$ cat config.mk
export PLATFORM = sky130hd
export DESIGN_NAME = map_rom_arbiter
export DESIGN_NICKNAME = d
export VERILOG_FILES = /design/src/rtl/map_rom_arbiter.sv
export SDC_FILE = /design/constraint.sdc
export NUM_CORES = 1
export LEC_CHECK = 0
export BUFFER_PORTS_ARGS = -buffer_cell sky130_fd_sc_hd__buf_2
export CORE_UTILIZATION = 40
export DETAILED_ROUTE_END_ITERATION = 12
export PLACE_DENSITY = 0.73
export SYNTH_ARGS = -nofsm -noshare
export SYNTH_HDL_FRONTEND = slang
export SYNTH_SLANG_ARGS = --single-unit
$ cat constraint.sdc
create_clock -name clk -period 2.49 [get_ports clk]
set_clock_uncertainty 0.1 [all_clocks]
set_input_delay 0.3735 -clock clk [delete_from_list [all_inputs] [get_ports clk]]
set_output_delay 0.3735 -clock clk [all_outputs]
set_load 0.005 [all_outputs]
$ cat src/rtl/map_rom_arbiter.sv
// map_rom_arbiter: single-port access arbiter for the 32Kx8 MAP tile ROM.
// Shares one synchronous memory port between the ROM loader and the MAP video fetch path.
// Optional feature macro: MAP_ARB_BLANK_ON_LOAD_EN. When it is defined, video fetches are
// blanked while the loader has ld_cs asserted.
//
// Handshake semantics:
//   vid_req is a fire-and-forget pulse. It is always taken, and the most recent address wins.
//   vid_ack pulses for one cycle, and vid_data is valid from that cycle until the next ack.
//   The loader presents valid = ld_wr & ld_cs. ld_wait acts as an inverted ready signal.
//   A write is transferred when valid=1 and ld_wait=0. A write presented while ld_wait=1 is dropped.
//
// dbg_state exposes the FSM state: 0=IDLE, 1=VREAD, 2=LWRITE.
module map_rom_arbiter #(
    parameter int ADDR_WIDTH = 15,
    parameter int DATA_WIDTH = 8,
    parameter int RD_LAT     = 1,
    parameter int STARVE_MAX = 4
) (
    input  logic                  clk,
    input  logic                  RESETn,
    input  logic                  vid_req,
    input  logic [ADDR_WIDTH-1:0] vid_addr,
    output logic [DATA_WIDTH-1:0] vid_data,
    output logic                  vid_ack,
    input  logic                  ld_wr,
    input  logic                  ld_cs,
    input  logic [19:0]           ld_addr,
    input  logic [7:0]            ld_data,
    output logic                  ld_wait,
    output logic [ADDR_WIDTH-1:0] mem_addr,
    output logic [DATA_WIDTH-1:0] mem_din,
    output logic                  mem_cs,
    output logic                  mem_we,
    input  logic [DATA_WIDTH-1:0] mem_dout,
    output logic [1:0]            dbg_state
);

    typedef enum logic [1:0] {
        IDLE   = 2'd0,
        VREAD  = 2'd1,
        LWRITE = 2'd2
    } state_t;

    state_t                state, state_nxt;
    logic [1:0]            lat_cnt;
    logic                  vid_pend;
    logic [ADDR_WIDTH-1:0] vid_pend_addr;
    logic                  ld_full;
    logic [ADDR_WIDTH-1:0] ld_buf_addr;
    logic [DATA_WIDTH-1:0] ld_buf_data;
    logic [3:0]            starve_cnt;
    logic                  blank_rd;

    logic                  ld_accept;
    logic                  v_any;
    logic                  l_any;
    logic [ADDR_WIDTH-1:0] v_gaddr;
    logic [ADDR_WIDTH-1:0] l_gaddr;
    logic [DATA_WIDTH-1:0] l_gdata;
    logic                  starved;
    logic                  blank;
    logic                  grant_v;
    logic                  grant_l;
    logic                  read_done;
    logic                  unused_ld_bits;

    // Only the low ADDR_WIDTH bits of the loader address select a ROM byte.
    assign unused_ld_bits = &{1'b0, ld_addr[19:ADDR_WIDTH]};

`ifdef MAP_ARB_BLANK_ON_LOAD_EN
    // During a download the loader owns the port, and video reads return blank data.
    assign blank = ld_cs;
`else
    assign blank = 1'b0;
`endif

    // An incoming request or write can be granted in the same IDLE cycle it arrives.
    // If something is already pending, the pending item is served first.
    assign ld_accept = ld_wr & ld_cs & ~ld_full;
    assign v_any     = vid_pend | vid_req;
    assign v_gaddr   = vid_pend ? vid_pend_addr : vid_addr;
    assign l_any     = ld_full | ld_accept;
    assign l_gaddr   = ld_full ? ld_buf_addr : ld_addr[ADDR_WIDTH-1:0];
    assign l_gdata   = ld_full ? ld_buf_data : DATA_WIDTH'(ld_data);
    assign starved   = (starve_cnt == 4'(STARVE_MAX));
    assign read_done = (state == VREAD) && (lat_cnt == 2'(RD_LAT));
    assign ld_wait   = ld_full;
    assign dbg_state = state;

    // Arbitration and next-state decision.
    always_comb begin
        state_nxt = state;
        grant_v   = 1'b0;
        grant_l   = 1'b0;
        case (state)
            IDLE: begin
                if (l_any && (!v_any || starved || blank)) begin
                    grant_l   = 1'b1;
                    state_nxt = LWRITE;
                end else if (v_any) begin
                    grant_v   = 1'b1;
                    state_nxt = VREAD;
                end
            end
            VREAD: begin
                if (read_done) state_nxt = IDLE;
            end
            LWRITE: begin
                state_nxt = IDLE;
            end
            default: state_nxt = IDLE;
        endcase
    end

    // FSM state register and read-latency counter.
    always_ff @(posedge clk or negedge RESETn) begin
        if (!RESETn) begin
            state   <= IDLE;
            lat_cnt <= 2'd0;
        end else begin
            state <= state_nxt;
            if (state == VREAD && !read_done) lat_cnt <= lat_cnt + 2'd1;
            else                              lat_cnt <= 2'd0;
        end
    end

    // Video pending latch. The newest address wins, and a same-cycle request outlives a grant.
    always_ff @(posedge clk or negedge RESETn) begin
        if (!RESETn) begin
            vid_pend      <= 1'b0;
            vid_pend_addr <= '0;
        end else begin
            if (grant_v)      vid_pend <= vid_pend & vid_req;
            else if (vid_req) vid_pend <= 1'b1;
            if (vid_req) vid_pend_addr <= vid_addr;
        end
    end

    // One-entry loader buffer. It stays full through the write cycle itself.
    always_ff @(posedge clk or negedge RESETn) begin
        if (!RESETn) begin
            ld_full     <= 1'b0;
            ld_buf_addr <= '0;
            ld_buf_data <= '0;
        end else begin
            if (ld_accept) begin
                ld_full     <= 1'b1;
                ld_buf_addr <= ld_addr[ADDR_WIDTH-1:0];
                ld_buf_data <= DATA_WIDTH'(ld_data);
            end else if (state == LWRITE) begin
                ld_full <= 1'b0;
            end
        end
    end

    // Starve counter: counts video grants taken while a loader write is waiting.
    always_ff @(posedge clk or negedge RESETn) begin
        if (!RESETn) begin
            starve_cnt <= 4'd0;
        end else begin
            if (grant_l || blank)     starve_cnt <= 4'd0;
            else if (grant_v && l_any) starve_cnt <= starve_cnt + 4'd1;
        end
    end

    // Registered memory port. Address and data hold their values while the port is idle.
    always_ff @(posedge clk or negedge RESETn) begin
        if (!RESETn) begin
            mem_cs   <= 1'b0;
            mem_we   <= 1'b0;
            mem_addr <= '0;
            mem_din  <= '0;
            blank_rd <= 1'b0;
        end else begin
            mem_cs <= grant_l | (grant_v & ~blank);
            mem_we <= grant_l;
            if (grant_l) begin
                mem_addr <= l_gaddr;
                mem_din  <= l_gdata;
            end else if (grant_v && !blank) begin
                mem_addr <= v_gaddr;
            end
            if (grant_v) blank_rd <= blank;
        end
    end

    // Video return path: capture the read byte and pulse the acknowledge.
    always_ff @(posedge clk or negedge RESETn) begin
        if (!RESETn) begin
            vid_ack  <= 1'b0;
            vid_data <= '0;
        end else begin
            vid_ack <= read_done;
            if (read_done) vid_data <= blank_rd ? '0 : mem_dout;
        end
    end

endmodule
Yosys cells after proc, flatten, opt, wreduce, memory -nomap -nowiden --
Index checks and enable logic that the tools add are counted.
Cells by class: add/subtract/negate cells 2, equal/unequal tests 6, muxes and demuxes 21, bitwise logic cells 7, reductions and logical operators 13
Operators with widths (number):
- $mux W15 | 4
- $mux W1 | 9
- $mux W2 | 4
- $mux W4 | 2
- $mux W8 | 1
- $reduce_bool A2 Y1 | 4
- $add A4 B1 Y4 const B | 1
- $eq A2 B1 Y1 const B | 2
- $eq A4 B3 Y1 const B | 1
- $logic_and A1 B1 Y1 | 4
- $pmux W2 S2 | 1
- $and A1 B1 Y1 | 3
- $ne A3 B3 Y1 const B | 1
- $or A1 B1 Y1 | 3
- $add A2 B1 Y2 const B | 1
- $eq A2 B2 Y1 const B | 1
- $logic_not A1 Y1 | 2
- $logic_not A2 Y1 | 1
- $ne A2 B2 Y1 const B | 1
- $reduce_and A2 Y1 | 1
- $logic_or A1 B1 Y1 | 1
- $not A1 Y1 | 1
Word-level totals: bits in registers 82, bits of input ports 56, output and inout port bits 37, word-level logic and storage cells 63

Logic depth before layout (Yosys ltp) --
Gate-level depths: netlist of run 1.
depth in word-level cells 9, mapped depth 9, mapped depth without buffers 6

Worst setup path after synthesis of run 1 --
Ideal clock, no wire load.
kind reg-to-reg, start reg starve_cnt[0], end reg mem_addr[6], setup time 0.125 ns, arrival time 1.612 ns, required time 2.265 ns, setup slack 0.653 ns, cell stages (with the launch flop) 9, buffers on the path 2, clock period less this slack 1.837 ns, path through dfrtp_1 > inv_1 > ha_1 > and3b_1 > o211a_1 > buf_6 > buf_12 > mux2i_1 > mux2_2
On the way: cells in the longest elaborated chain, start to end 6, elaborated cells on any way between the ends 9, classes of those cells 1 x eq/ne; 5 x mux; 3 x reduce/logical
RTL lines:
- start, declared | RTL line 51 | logic [3:0] starve_cnt;
- start signal, assigned | RTL line 162 | else if (grant_v && l_any) starve_cnt <= starve_cnt + 4'd1;
- $eq A4 B3 Y1 (*) | RTL line 85 | assign starved = (starve_cnt == 4'(STARVE_MAX));
- $logic_or A1 B1 Y1 (*) | RTL line 97 | if (l_any && (!v_any || starved || blank)) begin
- $logic_and A1 B1 Y1 (*) | RTL line 97
- $mux W1 | RTL line 97
- $mux W1 | RTL line 95 | case (state)
- $mux W15 / $reduce_bool A2 Y1 (equally long branches)
- end signal, assigned | RTL line 178 | mem_addr <= l_gaddr;
- end signal, assigned | RTL line 181 | mem_addr <= v_gaddr;
- end, declared | RTL line 30 | output logic [ADDR_WIDTH-1:0] mem_addr,
Mark *: on every way between the ends. The rest lies on a longest branch, timed or not. A chain may end at the register's enable or synchronous reset.

Worst setup path after layout of run 1 --
start reg starve_cnt[0], end reg mem_addr[1]
The elaborated chain is that of the path after synthesis.

==> reports/metrics.csv, run 1 <==
stage,metric,value,unit
floorplan,rows,34,
timing,fin_ws,559,ps
floorplan,die_area,9730,sq um
routing,dr.first_iter.drc_count,29,
routing,num_vias,2447,
power_and_ir_drop,p_per_area,1150,nW/um^2
clocking,clk_latency,340,ps
worst_setup_path,rrSetupSlack,560,ps
final_layout,area_delta_synth_final,20.2,%
logic_synthesis,synth.distinct_cells,32,
worst_setup_path,startpoint_type,register,
logic_synthesis,synth_area_per_cell,13.2,sq um
worst_hold_path,min-delay-start,mem_dout[1],
logic_synthesis,synth_cells,283,
place,gp_congestion,0.732,
power_and_ir_drop,pwr-share-seq,0.425,
worst_setup_path,reg2reg_from,starve_cnt[0],
final_layout,finalNetCount,437,
logic_synthesis,ys_seq_elements,82,
worst_setup_path,critPathRequiredTime,2620,ps
worst_setup_path,endpoint_kind,register,
timing,fin_crit_sh,0.775,
logic_synthesis,async_flop_share,1.00,
clocking,htree_num_levels,3,
timing,finalCriticalPeriod,1930,ps
place,hpwlAfterDp,5110,um
final_layout,fill_cells,794,
final_layout,antenna_cells,0,
worst_hold_path,whs_endpoint,vid_data[1],
job,max_cap_violations,0,
place,io_buffers,87,
logic_synthesis,synth_ff_type,dfrtp_1,
floorplan,dieWidth,98.7,um
power_and_ir_drop,internal_power,0.00347,W
timing,timing.slew.headroom,0.708,
worst_setup_path,arrival,2060,ps
status,status,"complete, no violations",
logic_synthesis,synth.top_cell.area_share,0.549,
global_routing,met3_usage,0.0567,
clocking,root_buffer,clkbuf_8,
global_routing,met1_usage,0.205,
logic_synthesis,syn_area,3740,sq um
logic_synthesis,synth_edf_count,0,
timing,holdWs,121,ps
routing,routed_wl,7250,um
global_routing,grt_max_degree,43,
logic_synthesis,synth_xor_area_frac,0,
power_and_ir_drop,netSwitchingFraction,0.325,
floorplan,die-height,98.7,um
power_and_ir_drop,power,0.00515,W
logic_synthesis,synth_largest_area_cell,dfrtp_1,
final_layout,final_common_cell,buf_2,
worst_setup_path,cp_max_fo,23,
worst_hold_path,holdPathStages,3,
global_routing,antenna_found_initial,0,
place,post-place-ws,560,ps
logic_synthesis,synth_compound_area_frac,0.0378,
logic_synthesis,synth_fa_ha_area_frac,0.0127,
floorplan,core_area,8890,sq um
final_layout,layout_common_cells,"86 x buf_2, 82 x dfrtp_1, 53 x mux2i_1, 53 x mux2_2, 26 x nand2_1",
clocking,cts_inserted_buffers,9,
timing,hold_viol_final,0,
floorplan,io_pins,93,
logic_synthesis,yosys_warnings,0,
global_routing,top_usage_layer,met2,
logic_synthesis,synth_fp_nets,342,
routing,antenna_left,0,
routing,viasPerCell,5.00,
power_and_ir_drop,p_clk_frac,0.182,
final_layout,drive_above_1_share,0.441,
floorplan,initial_core_util,0.420,
logic_synthesis,synth.area.top_cells,"dfrtp_1 55%, mux2_2 16%, mux2i_1 14%",
routing,drc,0,
global_routing,overflow,0,
routing,post_drt_wl_per_cell,14.8,um
worst_setup_path,reg2regPathDepth,7,
worst_setup_path,worstSetupPathType,register to register,
worst_setup_path,rr_endpoint,mem_addr[1],
clocking,post-cts-setup-buffers,0,
timing,setup_tns,0,ps
logic_synthesis,ys_seq_area_frac,0.549,
logic_synthesis,synthMuxAreaShare,0.302,
global_routing,grt_pass1_wl,12300,um
power_and_ir_drop,pwr-share-comb,0.393,
routing,dr.pass1.iters,4,
worst_hold_path,hold_class,input port to register,
global_routing,gr-usage-met2,0.266,
global_routing,track_usage,0.164,
logic_synthesis,synth-simple-area-share,0.0606,
clocking,cts.clk_slew.worst_paths,80,ps
clocking,cts_tree,done,
logic_synthesis,synth_top_family_by_area,multiplexers,
clocking,post_cts_resized,0,
power_and_ir_drop,p_leak,2.33,nW
global_routing,grt_pass1_vias,2499,
clocking,cts_sinks,82,
timing,worstMarginPinSlew,437,ps
timing,fmaxAchievable,0.518,GHz
timing,slew_violations,0,
timing,rsz0062_at_grt,no,
power_and_ir_drop,peakVddDrop,0.503,mV
timing,setup_violations,0,
power_and_ir_drop,switching_power,0.00168,W
clocking,clockBufferDepth,2,
power by group through the flow:
stage          clock, W  combinational (W)  sequential [W]
6_report       0.000939            0.00202         0.00219
5_1_grt         0.00103            0.00227         0.00226
4_1_cts        0.000982            0.00207         0.00219
3_5_place_dp          0            0.00206         0.00221
3_3_place_gp          0            0.00200         0.00218
2_1_floorplan         0            0.00144         0.00217
worst max path at each step:
stage                  start      endpoint  slack [ps]  depth (start not counted)
2_1_floorplan  starve_cnt[0]   mem_addr[6]         650                          8
3_3_place_gp   starve_cnt[0]  mem_addr[10]         590                          7
3_5_place_dp   starve_cnt[0]  mem_addr[10]         560                          7
4_1_cts        starve_cnt[0]   mem_addr[0]         550                          7
5_1_grt        starve_cnt[0]  mem_addr[10]         440                          7
6_report       starve_cnt[0]   mem_addr[1]         560                          7
flip-flops by register name (all words and copies together), names as in the netlist:
| signal | cells |
|---|---|
| vid_ack | 1 |
| mem_we | 1 |
| dbg_state | 2 |
| mem_addr | 15 |
| ld_buf_addr | 15 |
| mem_cs | 1 |
| vid_pend_addr | 15 |
| mem_din | 8 |
| ld_buf_data | 8 |
| vid_pend | 1 |
| lat_cnt | 2 |
| starve_cnt | 4 |
| vid_data | 8 |
| ld_wait | 1 |
final cells by class:
cell class                      count  area (sq um)  share of cell area
Clock inverter                      3          40.0             0.00891
Multi-Input combinational cell    181          1540               0.343
Timing Repair Buffer               98           548               0.122
Inverter                            6          22.5             0.00501
Sequential cell                    82          2050               0.457
Tap cell                          108           135              0.0301
Clock buffer                       11           151              0.0337
layer usage:
layer | vias to the layer above | routed length (um)
met4 | 0 | 74
li1 | 1178 | -
met1 | 1182 | 3270
met5 | - | 0
met2 | 78 | 3430
met3 | 9 | 478
cell usage after synthesis (2+ instances only):
cell	instances
o21ai_0	3
dfrtp_1	82
buf_2	5
buf_4	2
buf_6	5
ha_1	3
mux2_2	53
a21oi_1	10
mux2i_1	53
nand3b_1	2
nor2_1	12
nand2_1	26
nor3_1	2
a21o_1	2
inv_1	5
o211a_1	2
cell families (layout without fill, tap and decap cells):
kind of cell	count (synthesis)	after routing
muxes	106	106
DFF	82	82
adders and majority gates	4	4
buffers and inverters	20	118
and+or+nand+nor	49	49
AOI/OAI and AO/OA	22	22
what timing repair did:
item | CTS | global route
hold buffers | 1 | 0
endpoints found under the hold margin | 11 | 0
endpoints found under the setup margin | 0 | 0
critical path: stages, from the launching register on:
cell and delay (ps):
dfrtp_1 420, inv_1 60, ha_1 180, and3b_1 190
o211a_1 230, buf_4 230, mux2i_1 140, mux2_2 270
stage by stage:
stage	utilization	instances	area, sq um
finish	0.505	489	4490
global placement	0.483	474	4290
global route	0.505	489	4490
CTS	0.505	489	4490
floorplan	-	283	3740
detailed placement	0.483	474	4290
Power figures use the tool's default switching activity.
==> run 2: changes to the inputs <==
==> constraint.sdc (replaced) <==
create_clock -name clk -period 1.8 [get_ports clk]
set_clock_uncertainty 0.1 [all_clocks]
set_input_delay 0.27 -clock clk [delete_from_list [all_inputs] [get_ports clk]]
set_output_delay 0.27 -clock clk [all_outputs]
set_load 0.005 [all_outputs]
==> reports/metrics.csv, run 2 (same netlist as run 1, synthesis figures left out) <==
stage,metric,value,unit
final_layout,regArea,2050,sq um
timing,timing.slew.headroom,0.774,
global_routing,grt_max_degree,49,
worst_setup_path,cp_max_fo,7,
worst_hold_path,min-delay-start,mem_dout[6],
global_routing,grt_pass1_vias,2575,
global_routing,antenna_found_initial,0,
worst_setup_path,startpoint_type,register,
routing,antenna_left,0,
worst_setup_path,worstSetupPathType,register to register,
job,max_cap_violations,0,
routing,dr.first_iter.drc_count,49,
timing,holdWs,11.3,ps
worst_setup_path,reg2regPathDepth,7,
floorplan,die_area,9730,sq um
floorplan,core_area,8890,sq um
final_layout,area_delta_synth_final,25.9,%
routing,num_vias,2518,
power_and_ir_drop,p_per_area,1620,nW/um^2
final_layout,layout_common_cells,"86 x buf_2, 82 x dfrtp_1, 53 x mux2i_1",
clocking,cts_tree,done,
clocking,clk_latency,360,ps
final_layout,finalNetCount,451,
place,post_dp_cell_area,4380,sq um
power_and_ir_drop,switching_power,0.00247,W
worst_setup_path,crit_path_max_incr_delay,350,ps
global_routing,track_usage,0.167,
power_and_ir_drop,internal_power,0.00517,W
worst_setup_path,critPathLaunch,starve_cnt[0],
global_routing,grt_pass1_wl,12400,um
place,hpwlAfterDp,5390,um
floorplan,dieWidth,98.7,um
power_and_ir_drop,pwr-share-seq,0.393,
routing,dr.pass1.iters,4,
final_layout,final_common_cell,buf_2,
routing,route.met2.wl,3580,um
floorplan,rows,34,
final_layout,fill_cells,786,
worst_setup_path,crit_buf_inv,2,
final_layout,antenna_cells,0,
clocking,clockBufferDepth,2,
timing,setup_tns,0,ps
routing,drc,0,
clocking,cts.clk_slew.worst_paths,80,ps
worst_setup_path,worstPathCellList,inv_1 -> ha_2 -> and3b_2 -> o211a_4 -> buf_8 -> mux2i_1 -> mux2_4,
power_and_ir_drop,netSwitchingFraction,0.324,
timing,finalCriticalPeriod,1800,ps
routing,post_drt_wl_per_cell,14.9,um
worst_setup_path,reg2reg_from,starve_cnt[0],
floorplan,die-height,98.7,um
clocking,cts_sinks,82,
clocking,cts_inserted_buffers,9,
routing,wl_met3,444,um
power_and_ir_drop,peakVddDrop,0.857,mV
routing,viasPerCell,4.99,
final_layout,post-route-cell-area,4710,sq um
power_and_ir_drop,pwr-share-comb,0.416,
power_and_ir_drop,p_leak,2.44,nW
timing,fin_crit_sh,0.998,
worst_setup_path,arrival,1930,ps
clocking,root_buffer,clkbuf_8,
routing,routed_wl,7550,um
routing,wl_met1,3440,um
timing,hold_viol_final,0,
place,io_buffers,87,
worst_setup_path,path_depth,7,
worst_setup_path,critPathTopFamily,multiplexers,
timing,setup_violations,0,
worst_hold_path,holdPathStages,3,
status,status,"complete, no violations",
worst_setup_path,slowest_stage,dfrtp_1,
final_layout,reg_top3,"ld_buf_addr (15), mem_addr (15), vid_pend_addr (15)",
floorplan,io_pins,93,
timing,worstMarginPinSlew,339,ps
place,gp_congestion,0.784,
final_layout,multiInputGateArea,1590,sq um
timing,slew_violations,0,
power_and_ir_drop,p_clk_frac,0.191,
worst_hold_path,hold_class,input port to register,
floorplan,initial_core_util,0.420,
worst_setup_path,endpoint_kind,register,
worst_setup_path,critPathRequiredTime,1940,ps
final_layout,drive_above_1_share,0.466,
routing,top_layer,met4,
clocking,htree_num_levels,3,
timing,rsz0062_at_grt,yes,
timing,fmaxAchievable,0.557,GHz
global_routing,overflow,0,
worst_setup_path,rrSetupSlack,4,ps
[run 2: changes by cell type in the layout (fill, tap and decap cells not counted), sizes merged]
| cell | before | now |
|---|---|---|
| dlygate4sd3 | 1 | 3 |
| clkinv | 3 | 2 |
| clkbuf | 11 | 10 |
| clkinvlp | 0 | 3 |
| buf | 97 | 109 |
| bufinv | 1 | 2 |
[run 2: final cells by class]
class,count,share of cell area
Inverter,6,0.00478
Timing Repair Buffer,112,0.146
Sequential cell,82,0.436
Clock buffer,10,0.0271
Multi-Input combinational cell,181,0.338
Tap cell,108,0.0287
Clock inverter,6,0.0194
[run 2: path summary, 6_finish.rpt]
path,endpoint
setup / recovery,mem_addr[0]
hold / removal,vid_data[6]
setup reg to reg,mem_addr[0]
hold reg to reg,lat_cnt[0]
max in group asynchronous,mem_addr[4]
min in group asynchronous,mem_addr[11]
[run 2: power groups by stage]
stage	Sequential, W	Clock [W]	Combinational (W)
3_5_place_dp	0.00304	0	0.00305
4_1_cts	0.00300	0.00150	0.00308
2_1_floorplan	0.00300	0	0.00202
6_report	0.00300	0.00146	0.00318
5_1_grt	0.00310	0.00157	0.00350
3_3_place_gp	0.00299	0	0.00297
[run 2: repair_timing]
action / 4_1_cts / 5_1_grt
hold buffers: 3 / 0
pin swaps: 1 / 4
setup buffers: 1 / 2
resized for setup: 1 / 14
setup endpoints to repair: 15 / 21
endpoints found under the hold margin: 84 / 0
gates cloned: 0 / 0
[run 2: per-layer routing]
| layer | global-route usage | vias up |
|---|---|---|
| met4 | 0.0517 | 0 |
| li1 | - | 1212 |
| met1 | 0.208 | 1217 |
| met3 | 0.0532 | 8 |
| met5 | 0 | - |
| met2 | 0.278 | 81 |
[run 2: worst min-delay path, cell delays in order]
cell,delay (ps)
buf_2,80
nand2_1,40
nand2_1,50
[run 2: stage by stage]
step / power, W / setup slack, ps / util / std cells
after global routing: 0.00817 / -61.3 / 0.529 / 505
after floorplan: 0.00503 / -29.7 / - / 283
after CTS: 0.00759 / -1.60 / 0.522 / 503
after global placement: 0.00595 / 10.9 / 0.493 / 483
final: 0.00764 / 3.87 / 0.529 / 505
after detailed placement: 0.00609 / -30.8 / 0.493 / 483
